### config.mk
export PLATFORM = sky130hd
export DESIGN_NAME = regfile_wb_arb_flat
export DESIGN_NICKNAME = d
export VERILOG_FILES = /design/src/rtl/regfile_wb_arb_pkg.sv /design/src/rtl/regfile_wb_arb_if.sv /design/src/rtl/regfile_wb_arb_wb_fifo.sv /design/src/rtl/regfile_wb_arb.sv /design/src/flat_wrapper.sv
export SDC_FILE = /design/constraint.sdc
export NUM_CORES = 1
export LEC_CHECK = 0
export ABC_CLOCK_PERIOD_IN_PS = 7400
export CAP_MARGIN = 20
export CELL_PAD_IN_SITES_DETAIL_PLACEMENT = 2
export CELL_PAD_IN_SITES_GLOBAL_PLACEMENT = 2
export CORE_MARGIN = 5
export CORE_UTILIZATION = 30
export DETAILED_ROUTE_END_ITERATION = 7
export PLACE_DENSITY = 0.62
export SLEW_MARGIN = 0
export SYNTH_ARGS = -nofsm -noshare
export SYNTH_HDL_FRONTEND = slang
export SYNTH_HIERARCHICAL = 1
export SYNTH_SLANG_ARGS = --single-unit
### constraint.sdc
create_clock -name clk -period 7.4 [get_ports clk]
set_input_delay 1.48 -clock clk [delete_from_list [all_inputs] [get_ports clk]]
set_output_delay 1.48 -clock clk [all_outputs]
set_load 0.02 [all_outputs]
### src/rtl/regfile_wb_arb_pkg.sv
// Shared widths, requester ids and the buffered writeback entry type for the
// ALU/LSU regfile writeback arbiter.
`ifndef REG_BUS
`define REG_BUS 4:0
`endif
`ifndef DATA_BUS
`define DATA_BUS 63:0
`endif
`ifndef ZERO_64
`define ZERO_64 64'h0
`endif
`ifndef REQ_ALU
`define REQ_ALU 1'b0
`endif
`ifndef REQ_LSU
`define REQ_LSU 1'b1
`endif

package regfile_wb_arb_pkg;
  typedef logic [`REG_BUS]  reg_t;
  typedef logic [`DATA_BUS] data_t;

  localparam int   NUM_REQ = 2;
  localparam logic REQ_ALU = `REQ_ALU;
  localparam logic REQ_LSU = `REQ_LSU;

  typedef struct packed {
    reg_t  addr;
    data_t data;
  } wb_entry_t;

  localparam int ENTRY_W = $bits(wb_entry_t);
endpackage

### src/rtl/regfile_wb_arb_if.sv
// Requester handshakes plus the regfile write port of the writeback arbiter.
interface regfile_wb_arb_if;
  import regfile_wb_arb_pkg::*;

  logic  alu_valid, alu_ready;
  reg_t  alu_addr;
  data_t alu_data;
  logic  lsu_valid, lsu_ready;
  reg_t  lsu_addr;
  data_t lsu_data;
  logic  flush;
  logic  Rw_en;
  reg_t  Rw_addr;
  data_t Rw;
  logic  idle;

  modport master (
    output alu_valid, alu_addr, alu_data, lsu_valid, lsu_addr, lsu_data, flush,
    input  alu_ready, lsu_ready, Rw_en, Rw_addr, Rw, idle
  );
  modport slave (
    input  alu_valid, alu_addr, alu_data, lsu_valid, lsu_addr, lsu_data, flush,
    output alu_ready, lsu_ready, Rw_en, Rw_addr, Rw, idle
  );
endinterface

### src/rtl/regfile_wb_arb_wb_fifo.sv
// Two-entry writeback buffer: 1-bit wrapping pointers, 2-bit count, sync flush.
module wb_fifo #(
  parameter int FIFO_DEPTH = 2,
  parameter int W          = 69
) (
  input  logic         clk,
  input  logic         rst,
  input  logic         push,
  input  logic [W-1:0] din,
  input  logic         pop,
  input  logic         flush,
  output logic [W-1:0] dout,
  output logic [1:0]   count,
  output logic         empty,
  output logic         full
);
  localparam logic [1:0] FULL_CNT = 2'(FIFO_DEPTH);

  logic [W-1:0] mem_q [2];
  logic [W-1:0] mem_d [2];
  logic         wptr_q, wptr_d, rptr_q, rptr_d;
  logic [1:0]   count_q, count_d;
  logic         do_push, do_pop;

  assign empty   = (count_q == 2'd0);
  assign full    = (count_q == FULL_CNT);
  assign count   = count_q;
  assign dout    = mem_q[rptr_q];
  assign do_push = push & ~full;
  assign do_pop  = pop & ~empty;

  always_comb begin
    mem_d   = mem_q;
    wptr_d  = wptr_q;
    rptr_d  = rptr_q;
    count_d = count_q;
    if (flush) begin
      wptr_d  = 1'b0;
      rptr_d  = 1'b0;
      count_d = 2'd0;
    end else begin
      if (do_push) begin
        mem_d[wptr_q] = din;
        wptr_d        = ~wptr_q;
      end
      if (do_pop) rptr_d = ~rptr_q;
      count_d = count_q + 2'(do_push) - 2'(do_pop);
    end
  end

  always_ff @(posedge clk or negedge rst) begin
    if (!rst) begin
      mem_q   <= '{default: '0};
      wptr_q  <= 1'b0;
      rptr_q  <= 1'b0;
      count_q <= 2'd0;
    end else begin
      mem_q   <= mem_d;
      wptr_q  <= wptr_d;
      rptr_q  <= rptr_d;
      count_q <= count_d;
    end
  end
endmodule

### src/rtl/regfile_wb_arb.sv
// Buffers ALU and LSU writebacks and merges them onto the single regfile write
// port with round-robin arbitration; writes to x0 are consumed silently.
module regfile_wb_arb
  import regfile_wb_arb_pkg::*;
#(
  parameter int FIFO_DEPTH = 2
) (
  input logic              clk,
  input logic              rst,
  regfile_wb_arb_if.slave  bus
);
  logic      [NUM_REQ-1:0]      push, pop, empty, full;
  logic      [NUM_REQ-1:0][1:0] count;
  wb_entry_t [NUM_REQ-1:0]      din, dout;

  logic  last_grant_q, last_grant_d;
  logic  rw_en_q, rw_en_d;
  reg_t  rw_addr_q, rw_addr_d;
  data_t rw_q, rw_d;
  logic  grant, pop_any;

  assign din[REQ_ALU]  = '{addr: bus.alu_addr, data: bus.alu_data};
  assign din[REQ_LSU]  = '{addr: bus.lsu_addr, data: bus.lsu_data};
  assign push[REQ_ALU] = bus.alu_valid & ~full[REQ_ALU];
  assign push[REQ_LSU] = bus.lsu_valid & ~full[REQ_LSU];

  for (genvar i = 0; i < NUM_REQ; i++) begin : g_fifo
    wb_fifo #(.FIFO_DEPTH(FIFO_DEPTH), .W(ENTRY_W)) u_fifo (
      .clk   (clk),
      .rst   (rst),
      .push  (push[i]),
      .din   (din[i]),
      .pop   (pop[i]),
      .flush (bus.flush),
      .dout  (dout[i]),
      .count (count[i]),
      .empty (empty[i]),
      .full  (full[i])
    );
  end

  // On contention the requester that did not win last time is served.
  always_comb begin
    grant        = REQ_ALU;
    pop_any      = 1'b0;
    pop          = '0;
    last_grant_d = last_grant_q;
    rw_en_d      = 1'b0;
    rw_addr_d    = rw_addr_q;
    rw_d         = rw_q;
    if (!bus.flush) begin
      if (!empty[REQ_ALU] && !empty[REQ_LSU]) begin
        pop_any = 1'b1;
        grant   = ~last_grant_q;
      end else if (!empty[REQ_ALU]) begin
        pop_any = 1'b1;
        grant   = REQ_ALU;
      end else if (!empty[REQ_LSU]) begin
        pop_any = 1'b1;
        grant   = REQ_LSU;
      end
      if (pop_any) begin
        pop[grant]   = 1'b1;
        last_grant_d = grant;
        if (dout[grant].addr != '0) begin
          rw_en_d   = 1'b1;
          rw_addr_d = dout[grant].addr;
          rw_d      = dout[grant].data;
        end
      end
    end
  end

  always_ff @(posedge clk or negedge rst) begin
    if (!rst) begin
      last_grant_q <= REQ_LSU;
      rw_en_q      <= 1'b0;
      rw_addr_q    <= '0;
      rw_q         <= '0;
    end else begin
      last_grant_q <= last_grant_d;
      rw_en_q      <= rw_en_d;
      rw_addr_q    <= rw_addr_d;
      rw_q         <= rw_d;
    end
  end

  assign bus.alu_ready = ~full[REQ_ALU];
  assign bus.lsu_ready = ~full[REQ_LSU];
  assign bus.Rw_en     = rw_en_q;
  assign bus.Rw_addr   = rw_addr_q;
  assign bus.Rw        = rw_q;
  assign bus.idle      = (count[REQ_ALU] == 2'd0) && (count[REQ_LSU] == 2'd0) && !rw_en_q;
endmodule

### src/flat_wrapper.sv
// flat-port wrapper written by rule: the top's interface ports become plain ports
module regfile_wb_arb_flat import regfile_wb_arb_pkg::*;
#(
  parameter int FIFO_DEPTH = 2
)
  (clk, rst, bus_alu_valid, bus_alu_addr, bus_alu_data, bus_lsu_valid, bus_lsu_addr, bus_lsu_data, bus_flush, bus_alu_ready, bus_lsu_ready, bus_Rw_en, bus_Rw_addr, bus_Rw, bus_idle);
  regfile_wb_arb_if bus_i ();
  input logic clk;
  input logic rst;
  input wire logic [$bits(bus_i.alu_valid)-1:0] bus_alu_valid;
  input wire logic [$bits(bus_i.alu_addr)-1:0] bus_alu_addr;
  input wire logic [$bits(bus_i.alu_data)-1:0] bus_alu_data;
  input wire logic [$bits(bus_i.lsu_valid)-1:0] bus_lsu_valid;
  input wire logic [$bits(bus_i.lsu_addr)-1:0] bus_lsu_addr;
  input wire logic [$bits(bus_i.lsu_data)-1:0] bus_lsu_data;
  input wire logic [$bits(bus_i.flush)-1:0] bus_flush;
  output wire logic [$bits(bus_i.alu_ready)-1:0] bus_alu_ready;
  output wire logic [$bits(bus_i.lsu_ready)-1:0] bus_lsu_ready;
  output wire logic [$bits(bus_i.Rw_en)-1:0] bus_Rw_en;
  output wire logic [$bits(bus_i.Rw_addr)-1:0] bus_Rw_addr;
  output wire logic [$bits(bus_i.Rw)-1:0] bus_Rw;
  output wire logic [$bits(bus_i.idle)-1:0] bus_idle;
  assign bus_i.alu_valid = bus_alu_valid;
  assign bus_i.alu_addr = bus_alu_addr;
  assign bus_i.alu_data = bus_alu_data;
  assign bus_i.lsu_valid = bus_lsu_valid;
  assign bus_i.lsu_addr = bus_lsu_addr;
  assign bus_i.lsu_data = bus_lsu_data;
  assign bus_i.flush = bus_flush;
  assign bus_alu_ready = bus_i.alu_ready;
  assign bus_lsu_ready = bus_i.lsu_ready;
  assign bus_Rw_en = bus_i.Rw_en;
  assign bus_Rw_addr = bus_i.Rw_addr;
  assign bus_Rw = bus_i.Rw;
  assign bus_idle = bus_i.idle;
  regfile_wb_arb #(.FIFO_DEPTH(FIFO_DEPTH)) u_core (.clk(clk), .rst(rst), .bus(bus_i));
endmodule
## Yosys cells after proc, flatten, opt, wreduce, memory -nomap -nowiden

Index checks and enable logic that the tools add are counted.

| cells by class | value |
|---|---|
| $lt $le $gt $ge | 8 |
| bitwise operators | 20 |
| equal/unequal tests | 2 |
| shift-type cells | 0 |
| add/subtract/negate cells | 4 |
| divide/modulo/power cells | 0 |
| reductions and logical operators | 20 |
| muxes and demuxes | 38 |
| multipliers | 0 |

Operators with widths:

| cell | number |
|---|---|
| $mux W69 | 10 |
| $bwmux W138 | 2 |
| $demux W69 S1 | 2 |
| $mux W1 | 19 |
| $not A1 Y1 | 10 |
| $ge A2 B2 Y1 const B | 4 |
| $mux W2 | 4 |
| $not A1 Y2 | 4 |
| $reduce_bool A2 Y1 | 4 |
| $and A1 B1 Y1 | 6 |
| $logic_and A1 B1 Y1 | 6 |
| $reduce_and A2 Y1 | 3 |
| $reduce_bool A5 Y1 | 1 |
| $add A2 B1 Y2 | 2 |
| $eq A2 B2 Y1 const B | 2 |
| $logic_not A2 Y1 | 2 |
| $lt A2 B1 Y1 const B | 2 |
| $sub A2 B1 Y2 | 2 |
| $logic_not A1 Y1 | 3 |
| $reduce_and A3 Y1 | 1 |
| $lt A1 B2 Y1 const B | 1 |
| $demux W1 S1 | 1 |
| $ge A1 B1 Y1 const B | 1 |

| storage, ports and cells | value |
|---|---|
| input bits | 143 |
| register bits after elaboration | 355 |
| latch bits | 0 |
| output and inout bits | 73 |
| RAM bits | 0 |
| memories | 0 |
| logic and storage cells | 106 |
| memory bits (read-only) | 0 |

## Depth between registers and ports, before layout

Gate-level depths: netlist (run 1).

| logic depth | value |
|---|---|
| word-level depth | 14 |
| depth in mapped cells | 13 |
| gate-level depth less buffers | 11 |

## Hierarchy

The synthesis (run 1) kept the hierarchy.

Modules (own cells, without submodules):

| module | times used | area an instance (sq um) | cells each | seq. area each (sq um) |
|---|---|---|---|---|
| wb_fifo | 2 | 6139.6 | 392 | 3553.4 |
| regfile_wb_arb | 1 | 3771.1 | 342 | 1778.0 |

## Worst setup path after synthesis (run 1)

No wires, ideal clock.

| timing | value |
|---|---|
| kind | in2reg |
| from | input port bus_flush |
| to | register u_core.g_fifo[0].u_fifo.count_q[1] |
| required time | 7.314 ns |
| library setup time | 0.086 ns |
| stages | 11 |
| path buffers | 2 |
| slack | 4.149 ns |
| arrival | 3.165 ns |
| cells stage by stage | a21o_1 -> clkbuf_1 -> clkbuf_1 -> nor2_1 -> o21a_1 -> ha_1 -> inv_1 -> ha_1 -> xor2_1 -> and2_1 -> nor3_1 |

| between the ends | value |
|---|---|
| cells in the longest elaborated chain, start to end | 4 |

Ends and longest elaborated chain:

| item | RTL line | RTL |
|---|---|---|
| start, declared | flat_wrapper.sv:16 | `input wire logic [$bits(bus_i.flush)-1:0] bus_flush;` |
| $mux W2 | regfile_wb_arb.sv:51 | `if (!bus.flush) begin` |
| named net u_core.pop[0] | regfile_wb_arb.sv:12 | `logic [NUM_REQ-1:0] push, pop, empty, full;` |
| $and A1 B1 Y1 | regfile_wb_arb_wb_fifo.sv:30 | `assign do_pop = pop & ~empty;` |
| $sub A2 B1 Y2 | regfile_wb_arb_wb_fifo.sv:47 | `count_d = count_q + 2'(do_push) - 2'(do_pop);` |
| $mux W2 | regfile_wb_arb_wb_fifo.sv:37 | `if (flush) begin` |
| named net u_core.g_fifo[0].u_fifo.count_d[1] | regfile_wb_arb_wb_fifo.sv:22 | `logic [1:0] count_q, count_d;` |
| end signal, assigned | regfile_wb_arb_wb_fifo.sv:61 | `count_q <= count_d;` |
| end, declared | regfile_wb_arb_wb_fifo.sv:22 |  |

The timed path passes the listed nets, and every way through them passes these cells.
A chain may end at the register's enable or synchronous reset.

==> results by group, run 1 <==
Synthesis
  – Number of synthesized flops with an enable pin: 0
  – Synth Cell Area: 16100 sq um
  – Synth cell count leaders: mux2_2, dfrtp_1, o21ai_0
  – Syn nets: roughly 1300
  – Ranking of synthesized cells by area: dfrtp_1, mux2_2, mux2i_1
  – Post-Synthesis Cells: approximately 1100
  – Post-synthesis cell type count: 42
  – Post-synth top area cell: dfrtp_1
  – Yosys warns: 6
  – Most used flip-flop cell after synthesis: dfrtp_1
  – Synth top area share: 0.552
  – Post-synthesis sequential element count: 355
  – Ys async rst share: 1.00
  – Most instantiated library cell after synthesis: mux2_2
  – Post-synthesis sequential area ratio: 0.554
  – Mean Syn Cell Area: 14.3 sq um

Flow run
  – Max-cap viol count: 0

Placed design
  – Placed Area: 18800 sq um
  – Hpwl dp: 29.8 mm
  – Buffers on Ports: 215
  – Global placement routability congestion: 0.744
  – Place WS: 2.74 ns

Finish
  – # fillers: 5312
  – Footprint of the multi-input gates: 6700 sq um
  – Register area: just under 9000 sq um
  – Final instance area: 20100 sq um
  – Share of layout cells above drive strength 1: 0.395
  – Layout area overhead: 25.5%
  – Nets@finish: 1477

Power
  – P_int: about 6100 uW
  – Leak: around 0.0085 uW
  – Switch Pwr: 3200 uW
  – Clock network power share: 0.217
  – Flop pwr share: 0.375
  – VDD IR-drop max: 312 uV
  – Switching share of total power: 0.345
  – Pwr/cell area: 460 nW/um^2
  – Combinational share of power: 0.407

Clock network
  – Total clock sinks: 355
  – Post-CTS Setup Inserts: 0
  – Clock tree root buffer cell: clkbuf_16
  – Clock slew at reported path FFs: 0.06 ns
  – CTS Buffer Depth: 3
  – CTS tree: built
  – # H-tree levels: 2
  – TritonCTS Buffers: 43
  – PostCTS Resize Cnt: 0
  – # hold bufs at CTS: 0
  – Worst-Skew Late Latency: between 0.5 and 0.6 ns

Floorplan
  – Die H: 241 um
  – I/O pins: 216
  – Initial Utilization: 0.304
  – Core region area: 52800 sq um
  – Chip width: 241 um
  – Die ar.: about 58000 sq um
  – Cell Rows: 84

Detailed routing
  – Vias per cell: 4.87
  – Vias: 9994
  – Final antenna-violating net count: 0
  – Drt wl/cell: 22.6 um
  – Number of DRC markers in iteration 0: around 230
  – DR pass1 iterations: 4
  – Remaining DRCs: 0
  – Routed wire length: 46.5 mm

Global routing
  – Pin count of the biggest net entering global routing: roughly 150
  – Initial antenna violation count: 4
  – Number of global-route vias before repair: 11791
  – GRT Util Overall: 0.161
  – Gr ovfl total: 0
  – First-pass GRT wire length: between 70 and 80 mm

STA
  – Measured slew at the worst slew-check pin: 1.12 ns
  – Final Hold Fails: 0
  – Max_slew headroom: 0.253
  – Period utilization: 0.600
  – Max Freq: 225 MHz
  – RSZ-0062 raised after global routing: false
  – Min cycle time layout: 4.44 ns
  – Final setup margin: 2.96 ns
  – Final setup TNS: 0 ns
  – Final setup viols: 0
  – Worst Skew: 0.0155 ns
  – Max-slew violation count: 0

Setup path
  – Worst setup SP type: flop
  – Critical path type: flop to flop
  – Critical Path AT: 4.83 ns
  – Setup crit end kind: flop
  – Worst EP required: 7.79 ns
  – Worst-path fanout max: 66

Outcome
  – Status: finished clean

Worst hold path
  – Type of the most critical hold path: flop to flop
[flip-flops by register name (all words and copies together), names as in the netlist]
name,cells
u_core/g_fifo.u_fifo/count,4
u_core/g_fifo.u_fifo/wptr_q,2
u_core/last_grant_q,1
u_core/bus.Rw,64
u_core/bus.Rw_addr,5
u_core/g_fifo.u_fifo/mem_q,276
u_core/g_fifo.u_fifo/rptr_q,2
u_core/bus.Rw_en,1
[through the flow]
stage	power (uW)	util	hold WS (ns)	instances
final	9270	0.382	0.484	2052
after global routing	9900	0.382	0.505	2048
after CTS	9470	0.382	0.488	2048
after detailed placement	7360	0.356	0.475	1973
after global placement	7200	0.356	0.463	1973
after floorplan	6060	-	0.454	1126
[power by group through the flow]
stage                     registers [uW]  logic (uW)  clock network [uW]
final                               3480        3780                2010
after global routing                3600        4120                2180
after CTS                           3500        3870                2100
after detailed placement            3520        3850                   0
after global placement              3460        3740                   0
after floorplan                     3480        2570                   0
[layout make-up]
type,instances,share of cell area
inverters,14,0.00261
well taps,688,0.0427
flip-flops and latches,355,0.441
clock inverters,8,0.00323
clock buffers,67,0.0630
repair buffers,232,0.114
multi-input cells,684,0.333
diodes,4,0.000497
[path summary, 6_finish.rpt]
check / startpoint / endpoint / slack, ns / depth (start not counted)
hold reg to reg: u_core/g_fifo[0].u_fifo/mem_q[113] / u_core/g_fifo[0].u_fifo/mem_q[113] / 0.48 / 1
min in group asynchronous: rst / u_core/g_fifo[0].u_fifo/mem_q[4] / 0.94 / 1
setup / recovery: u_core/g_fifo[1].u_fifo/rptr_q / u_core/bus.Rw[45] / 2.96 / 7
setup reg to reg: u_core/g_fifo[1].u_fifo/rptr_q / u_core/bus.Rw[45] / 2.96 / 7
hold / removal: u_core/g_fifo[0].u_fifo/mem_q[113] / u_core/g_fifo[0].u_fifo/mem_q[113] / 0.48 / 1
max in group asynchronous: rst / u_core/g_fifo[1].u_fifo/mem_q[85] / 5.06 / 2
[layer usage]
| metal | share of wire | vias to the layer above | track usage | routed length [um] |
|---|---|---|---|---|
| li1 | - | 4484 | - | - |
| met1 | 0.44 | 5290 | 0.211 | 20700 |
| met2 | 0.50 | 163 | 0.277 | 23200 |
| met3 | 0.037 | 57 | 0.0291 | 1720 |
| met4 | 0.019 | 0 | 0.0405 | 873 |
| met5 | 0 | - | 0 | 0 |
[critical path, stage by stage (launching register included)]
cell,delay (ns)
dfrtp_4,0.44
buf_4,0.85
mux2_2,0.48
a221oi_4,0.27
buf_4,0.69
or2_4,0.62
buf_4,0.64
o21ai_0,0.22
[kinds of logic (layout without fill, tap and decap cells)]
group,Yosys count,count (layout),synth area share
buffers and inverters,87,321,0.0306
adders and majority gates,4,4,0.00312
muxes,482,482,0.333
DFF,355,355,0.554
and+or+nand+nor,40,40,0.0156
other,0,4,0
xor gates and xnor gates,4,4,0.00218
AOI/OAI and AO/OA,154,154,0.0621
[placed cells by master (no fill, tap or decap), types with 2 or more instances in the layout]
master / count
dfrtp_1: 352
diode_2: 4
nor4_4: 2
a21oi_1: 7
o21ai_0: 84
ha_1: 4
nor2_1: 11
nor3_1: 2
clkbuf_1: 16
o22ai_1: 4
buf_4: 16
nor2b_1: 4
clkbuf_8: 6
clkdlybuf4s50_1: 214
mux2_1: 20
or3_1: 2
or4_1: 3
inv_2: 5
nand4b_1: 2
and2_1: 2
xor2_1: 2
xnor2_1: 2
mux2i_1: 68
nand2b_1: 3
clkinv_2: 7
nand2_1: 3
inv_1: 9
mux2_2: 394
o21a_1: 2
clkbuf_16: 45
o21ai_2: 49
dfrtp_4: 2
a221oi_1: 2
(Power assumes the default switching activity.)
==> inputs of run 2 (changes only) <==
- ABC_CLOCK_PERIOD_IN_PS: 7400 -> 3950
- PLACE_DENSITY: 0.62 -> 0.65
- clock period: 7.4 -> 3.95 ns (I/O delays scaled with it)
==> results by group, run 2 (same netlist as run 1, synthesis figures left out) <==
Setup path
  – CP max stage cell: clkdlybuf4s50_1
  – Setup crit end kind: output port
  – CP Cell Sequence: or4_1, nor2_1, clkdlybuf4s50_1
  – Worst-path fanout max: 6
  – Critical Path Max Stage Delay: slightly above 0.6 ns
  – Worst EP required: 3.16 ns
  – Worst setup SP type: flop
  – Critical Path AT: 2.28 ns
  – Critical path type: flop to output port

Clock network
  – CTS Buffer Depth: 3
  – # hold bufs at CTS: 0
  – Worst-Skew Late Latency: 0.56 ns
  – CTS tree: built
  – Total clock sinks: 355
  – # H-tree levels: 2
  – Clock slew at reported path FFs: 0.06 ns
  – Post-CTS Setup Inserts: 0
  – TritonCTS Buffers: 43
  – Clock tree root buffer cell: clkbuf_16
  – PostCTS Resize Cnt: 0

Placed design
  – Buffers on Ports: 215
  – Place WS: 0.691 ns
  – Global placement routability congestion: approximately 0.73
  – Placed Area: ~19000 sq um
  – Hpwl dp: 29.8 mm

Flow run
  – Max-cap viol count: 0

Finish
  – # fillers: between 5000 and 6000
  – Register area: between 8000 and 9000 sq um
  – Footprint of the multi-input gates: 6700 sq um
  – Commonest non-fill, non-tap cell in the layout: mux2_2
  – Layout area overhead: 26.7%
  – Nets@finish: approximately 1500
  – Max reg flops: 276
  – Commonest cells after routing, fill and taps aside: mux2_2, dfrtp_1, clkdlybuf4s50_1
  – Final instance area: 20300 sq um
  – Largest reg by FF count: u_core/g_fifo.u_fifo/mem_q
  – Share of layout cells above drive strength 1: 0.401

Power
  – Overall power: 17600 uW
  – Flop pwr share: 0.367
  – Clock network power share: 0.219
  – VDD IR-drop max: 488 uV
  – P_int: 11500 uW
  – Switching share of total power: 0.345
  – Switch Pwr: 6060 uW
  – Pwr/cell area: 864 nW/um^2
  – Combinational share of power: 0.414
  – Leak: approximately 0.0086 uW

Worst hold path
  – Type of the most critical hold path: input pin to async pin

Detailed routing
  – Vias per cell: 4.92
  – Drt wl/cell: 23.2 um
  – DR pass1 iterations: 4
  – Routed wl met2: 23.5 mm
  – Routed wire length: 47.8 mm
  – Number of DRC markers in iteration 0: 317
  – Highest Signal Layer: met5
  – Vias: 10122
  – Remaining DRCs: 0
  – Routed wl met3: around 2.1 mm
  – Wire length on met1: 21.2 mm
  – Final antenna-violating net count: 0

Outcome
  – Status: finished clean

STA
  – Worst Skew: 0.0218 ns
  – Max-slew violation count: 0
  – Final setup TNS: 0 ns
  – Max_slew headroom: 0.361
  – Final setup margin: 0.879 ns
  – Period utilization: 0.777
  – Final Hold Fails: 0
  – Min cycle time layout: between 3 and 4 ns
  – Final setup viols: 0
  – RSZ-0062 raised after global routing: false
  – Max Freq: between 300 and 400 MHz
  – Measured slew at the worst slew-check pin: 0.959 ns

Floorplan
  – I/O pins: 216
  – Chip width: 241 um
  – Cell Rows: 84
  – Die H: between 200 and 250 um
  – Core region area: between 50000 and 60000 sq um
  – Die ar.: 58200 sq um
  – Initial Utilization: 0.304

Global routing
  – Number of global-route vias before repair: 11902
  – First-pass GRT wire length: between 70 and 80 mm
  – Gr ovfl total: 0
  – Pin count of the biggest net entering global routing: 88
  – GRT Util Overall: 0.165
  – Initial antenna violation count: 7
==> run 2: changes by cell type in the layout (fill, tap and decap cells not counted) <==
cell | before | now
buf_12 | 1 | 8
clkbuf_8 | 6 | 13
clkbuf_1 | 16 | 13
clkinv_2 | 7 | 5
bufinv_16 | 1 | 0
diode_2 | 4 | 3
==> run 2: final timing paths <==
| kind | startpoint | end | slack, ns | cells after the start |
|---|---|---|---|---|
| worst min register to register | u_core/g_fifo[1].u_fifo/mem_q[113] | u_core/g_fifo[1].u_fifo/mem_q[113] | 0.48 | 1 |
| max in group asynchronous | rst | u_core/g_fifo[0].u_fifo/mem_q[46] | 2.60 | 3 |
| worst min-delay path | rst | u_core/g_fifo[1].u_fifo/mem_q[92] | 0.23 | 1 |
| worst max register to register | u_core/g_fifo[1].u_fifo/rptr_q | u_core/bus.Rw[12] | 0.97 | 7 |
| worst max-delay path | u_core/g_fifo[1].u_fifo/count[1] | bus_idle | 0.88 | 3 |
| min in group clk | u_core/g_fifo[1].u_fifo/mem_q[113] | u_core/g_fifo[1].u_fifo/mem_q[113] | 0.48 | 1 |
==> run 2: critical path, delay by kind of cell, from the launching register on <==
family	cells	cell delay (ns)
flip-flops	1	0.44
buffers and inverters	1	0.62
AND/OR/NAND/NOR	2	0.66
==> run 2: stage by stage <==
stage	instances	hold WS, ns	utilization
after floorplan	1126	0.454	-
after CTS	2056	0.247	0.385
after global routing	2056	0.264	0.385
after global placement	1980	0.463	0.359
final	2059	0.233	0.385
after detailed placement	1980	0.473	0.359
==> run 2: power groups by stage <==
stage	clock (uW)	combinational, uW	sequential (uW)
after floorplan	0	4820	6530
after global placement	0	7190	6380
after detailed placement	0	7400	6500
after CTS	4000	7450	6470
after global routing	4160	7930	6650
final	3850	7270	6440
==> run 2: area by class of cell <==
| class | count | share of cell area |
|---|---|---|
| diodes | 3 | 0.000369 |
| clock inverters | 5 | 0.00123 |
| well taps | 688 | 0.0423 |
| flip-flops and latches | 355 | 0.437 |
| multi-input cells | 684 | 0.330 |
| clock buffers | 71 | 0.0666 |
| repair buffers | 239 | 0.120 |
| inverters | 14 | 0.00258 |
==> run 2: metal layers <==
metal | vias up | GRT usage
li1 | 4505 | -
met3 | 59 | 0.0337
met1 | 5374 | 0.218
met5 | - | 0
met2 | 174 | 0.279
met4 | 10 | 0.0402
==> inputs of run 3 (changes only) <==
- ABC_CLOCK_PERIOD_IN_PS: 3950 -> 2700
- clock period: 3.95 -> 2.7 ns (I/O delays scaled with it)
==> results by group, run 3 (same netlist as run 1, synthesis figures left out) <==
Outcome
  – Status: finished clean

Flow run
  – Max-cap viol count: 0

STA
  – Period utilization: 0.946
  – Max_slew headroom: 0.303
  – Final setup TNS: 0 ns
  – Final setup viols: 0
  – Final setup margin: 0.146 ns
  – RSZ-0062 raised after global routing: false
  – Max-slew violation count: 0
  – Worst Skew: 0.0232 ns
  – Final Hold Fails: 0
  – Measured slew at the worst slew-check pin: 1.05 ns
  – Max Freq: between 300 and 400 MHz
  – Min cycle time layout: ~2.6 ns

Power
  – P_int: 16900 uW
  – Combinational share of power: 0.421
  – Overall power: 25900 uW
  – Flop pwr share: 0.363
  – Switch Pwr: 8980 uW
  – Clock network power share: 0.216
  – VDD IR-drop max: between 600 and 700 uV
  – Switching share of total power: 0.347
  – Pwr/cell area: ~1300 nW/um^2
  – Leak: roughly 0.009 uW

Finish
  – Post-route insts no fill: 2076
  – # fillers: 5266
  – Layout area overhead: 28.3%
  – Share of layout cells above drive strength 1: 0.406
  – Max reg flops: 276
  – Nets@finish: 1502
  – Commonest non-fill, non-tap cell in the layout: mux2_2
  – Largest reg by FF count: u_core/g_fifo.u_fifo/mem_q
  – Commonest cells after routing, fill and taps aside: mux2_2, dfrtp_1, clkdlybuf4s50_1

Floorplan
  – Core region area: 52800 sq um
  – Die H: 241 um
  – Die ar.: 58200 sq um
  – Cell Rows: 84
  – Initial Utilization: 0.304
  – Chip width: 241 um
  – I/O pins: between 200 and 250

Clock network
  – TritonCTS Buffers: 43
  – Worst-Skew Late Latency: between 0.5 and 0.6 ns
  – CTS tree: built
  – Clock slew at reported path FFs: 0.06 ns
  – CTS Buffer Depth: 3
  – Total clock sinks: 355
  – # H-tree levels: 2
  – Clock tree root buffer cell: clkbuf_16

Detailed routing
  – Routed wire length: 47.9 mm
  – Vias per cell: 4.90
  – Final antenna-violating net count: 0
  – Remaining DRCs: 0
  – Vias: 10169
  – Drt wl/cell: 23.1 um
  – DR pass1 iterations: 4
  – Number of DRC markers in iteration 0: around 260

Placed design
  – Place WS: between 0.015 and 0.02 ns
  – Hpwl dp: 30.7 mm
  – Cell count after placement: 1994
  – Buffers on Ports: between 200 and 250
  – Global placement routability congestion: 0.711

Setup path
  – Worst Path Buf+Inv: 1
  – Critical path type: flop to flop
  – Worst setup SP type: flop
  – CP max stage cell: dfrtp_4
  – Worst-path fanout max: 32
  – Worst EP required: around 3.1 ns
  – Critical Path Max Stage Delay: around 0.48 ns
  – Cell class contributing the biggest share of worst-path delay: simple AND/OR/NAND/NOR gates
  – CP Cell Sequence: mux2_2, nor4_1, nand3_1, a221oi_4, or2_4, buf_12, o21ai_0
  – Setup crit end kind: flop
  – Critical Path AT: 2.98 ns

Global routing
  – Initial antenna violation count: 6
  – Number of global-route vias before repair: about 12000
  – GRT Util Overall: 0.163
  – Pin count of the biggest net entering global routing: 84
  – Gr ovfl total: 0
  – First-pass GRT wire length: 73.1 mm

Worst hold path
  – Type of the most critical hold path: input pin to async pin
## run 3: path summary, 6_finish.rpt
path                            slack, ns                                  to  cells past startpoint                               start
worst max-delay path                 0.15                   u_core/bus.Rw[45]                      7      u_core/g_fifo[1].u_fifo/rptr_q
worst min-delay path                 0.41   u_core/g_fifo[0].u_fifo/mem_q[21]                      2                                 rst
worst max register to register       0.15                   u_core/bus.Rw[45]                      7      u_core/g_fifo[1].u_fifo/rptr_q
worst min register to register       0.48  u_core/g_fifo[1].u_fifo/mem_q[114]                      1  u_core/g_fifo[1].u_fifo/mem_q[114]
max in group asynchronous            1.28   u_core/g_fifo[0].u_fifo/mem_q[62]                      4                                 rst
min in group clk                     0.48  u_core/g_fifo[1].u_fifo/mem_q[114]                      1  u_core/g_fifo[1].u_fifo/mem_q[114]
## run 3: worst register-to-register path, stage by stage, from the launching register on
cell,delay [ns]
dfrtp_4,0.48
mux2_2,0.39
nor4_1,0.28
nand3_1,0.18
a221oi_4,0.39
or2_4,0.25
buf_12,0.25
o21ai_0,0.21
## run 3: stage by stage
| step | hold slack (ns) | cell area, sq um | utilization |
|---|---|---|---|
| 2_1_floorplan | 0.244 | 16100 | - |
| 3_3_place_gp | 0.416 | 19200 | 0.364 |
| 3_5_place_dp | 0.417 | 19200 | 0.364 |
| 4_1_cts | 0.386 | 20600 | 0.390 |
| 5_1_grt | 0.421 | 20600 | 0.390 |
| 6_report | 0.407 | 20600 | 0.390 |
## run 3: repair_timing
action / 4_1_cts / 5_1_grt
buffers inserted: 0 / 3
setup endpoints to repair: 1 / 15
resized for setup: 1 / 0
endpoints found under the hold margin: 26 / 0
hold buffers: 1 / 0
## run 3: cell type report
| class | count | area, sq um | share of cell area |
|---|---|---|---|
| diodes | 3 | 7.51 | 0.000365 |
| clock buffers | 69 | 1310 | 0.0634 |
| clock inverters | 6 | 45.0 | 0.00219 |
| inverters | 14 | 52.6 | 0.00255 |
| multi-input cells | 684 | 6700 | 0.326 |
| flip-flops and latches | 355 | 8890 | 0.432 |
| well taps | 688 | 861 | 0.0418 |
| repair buffers | 257 | 2720 | 0.132 |
## run 3: per-layer routing
layer	wire length [um]	vias up	track usage
met5	48	-	0
met4	773	8	0.0308
met3	2090	67	0.0379
met2	23800	169	0.284
met1	21100	5393	0.211
li1	-	4532	-
## run 3: power groups by stage
stage          Sequential, uW  Combinational, uW  Clock (uW)
2_1_floorplan            9550               7050           0
3_3_place_gp             9300              10700           0
3_5_place_dp             9500              11100           0
4_1_cts                  9440              11100        5800
5_1_grt                  9680              11800        6010
6_report                 9390              10900        5570
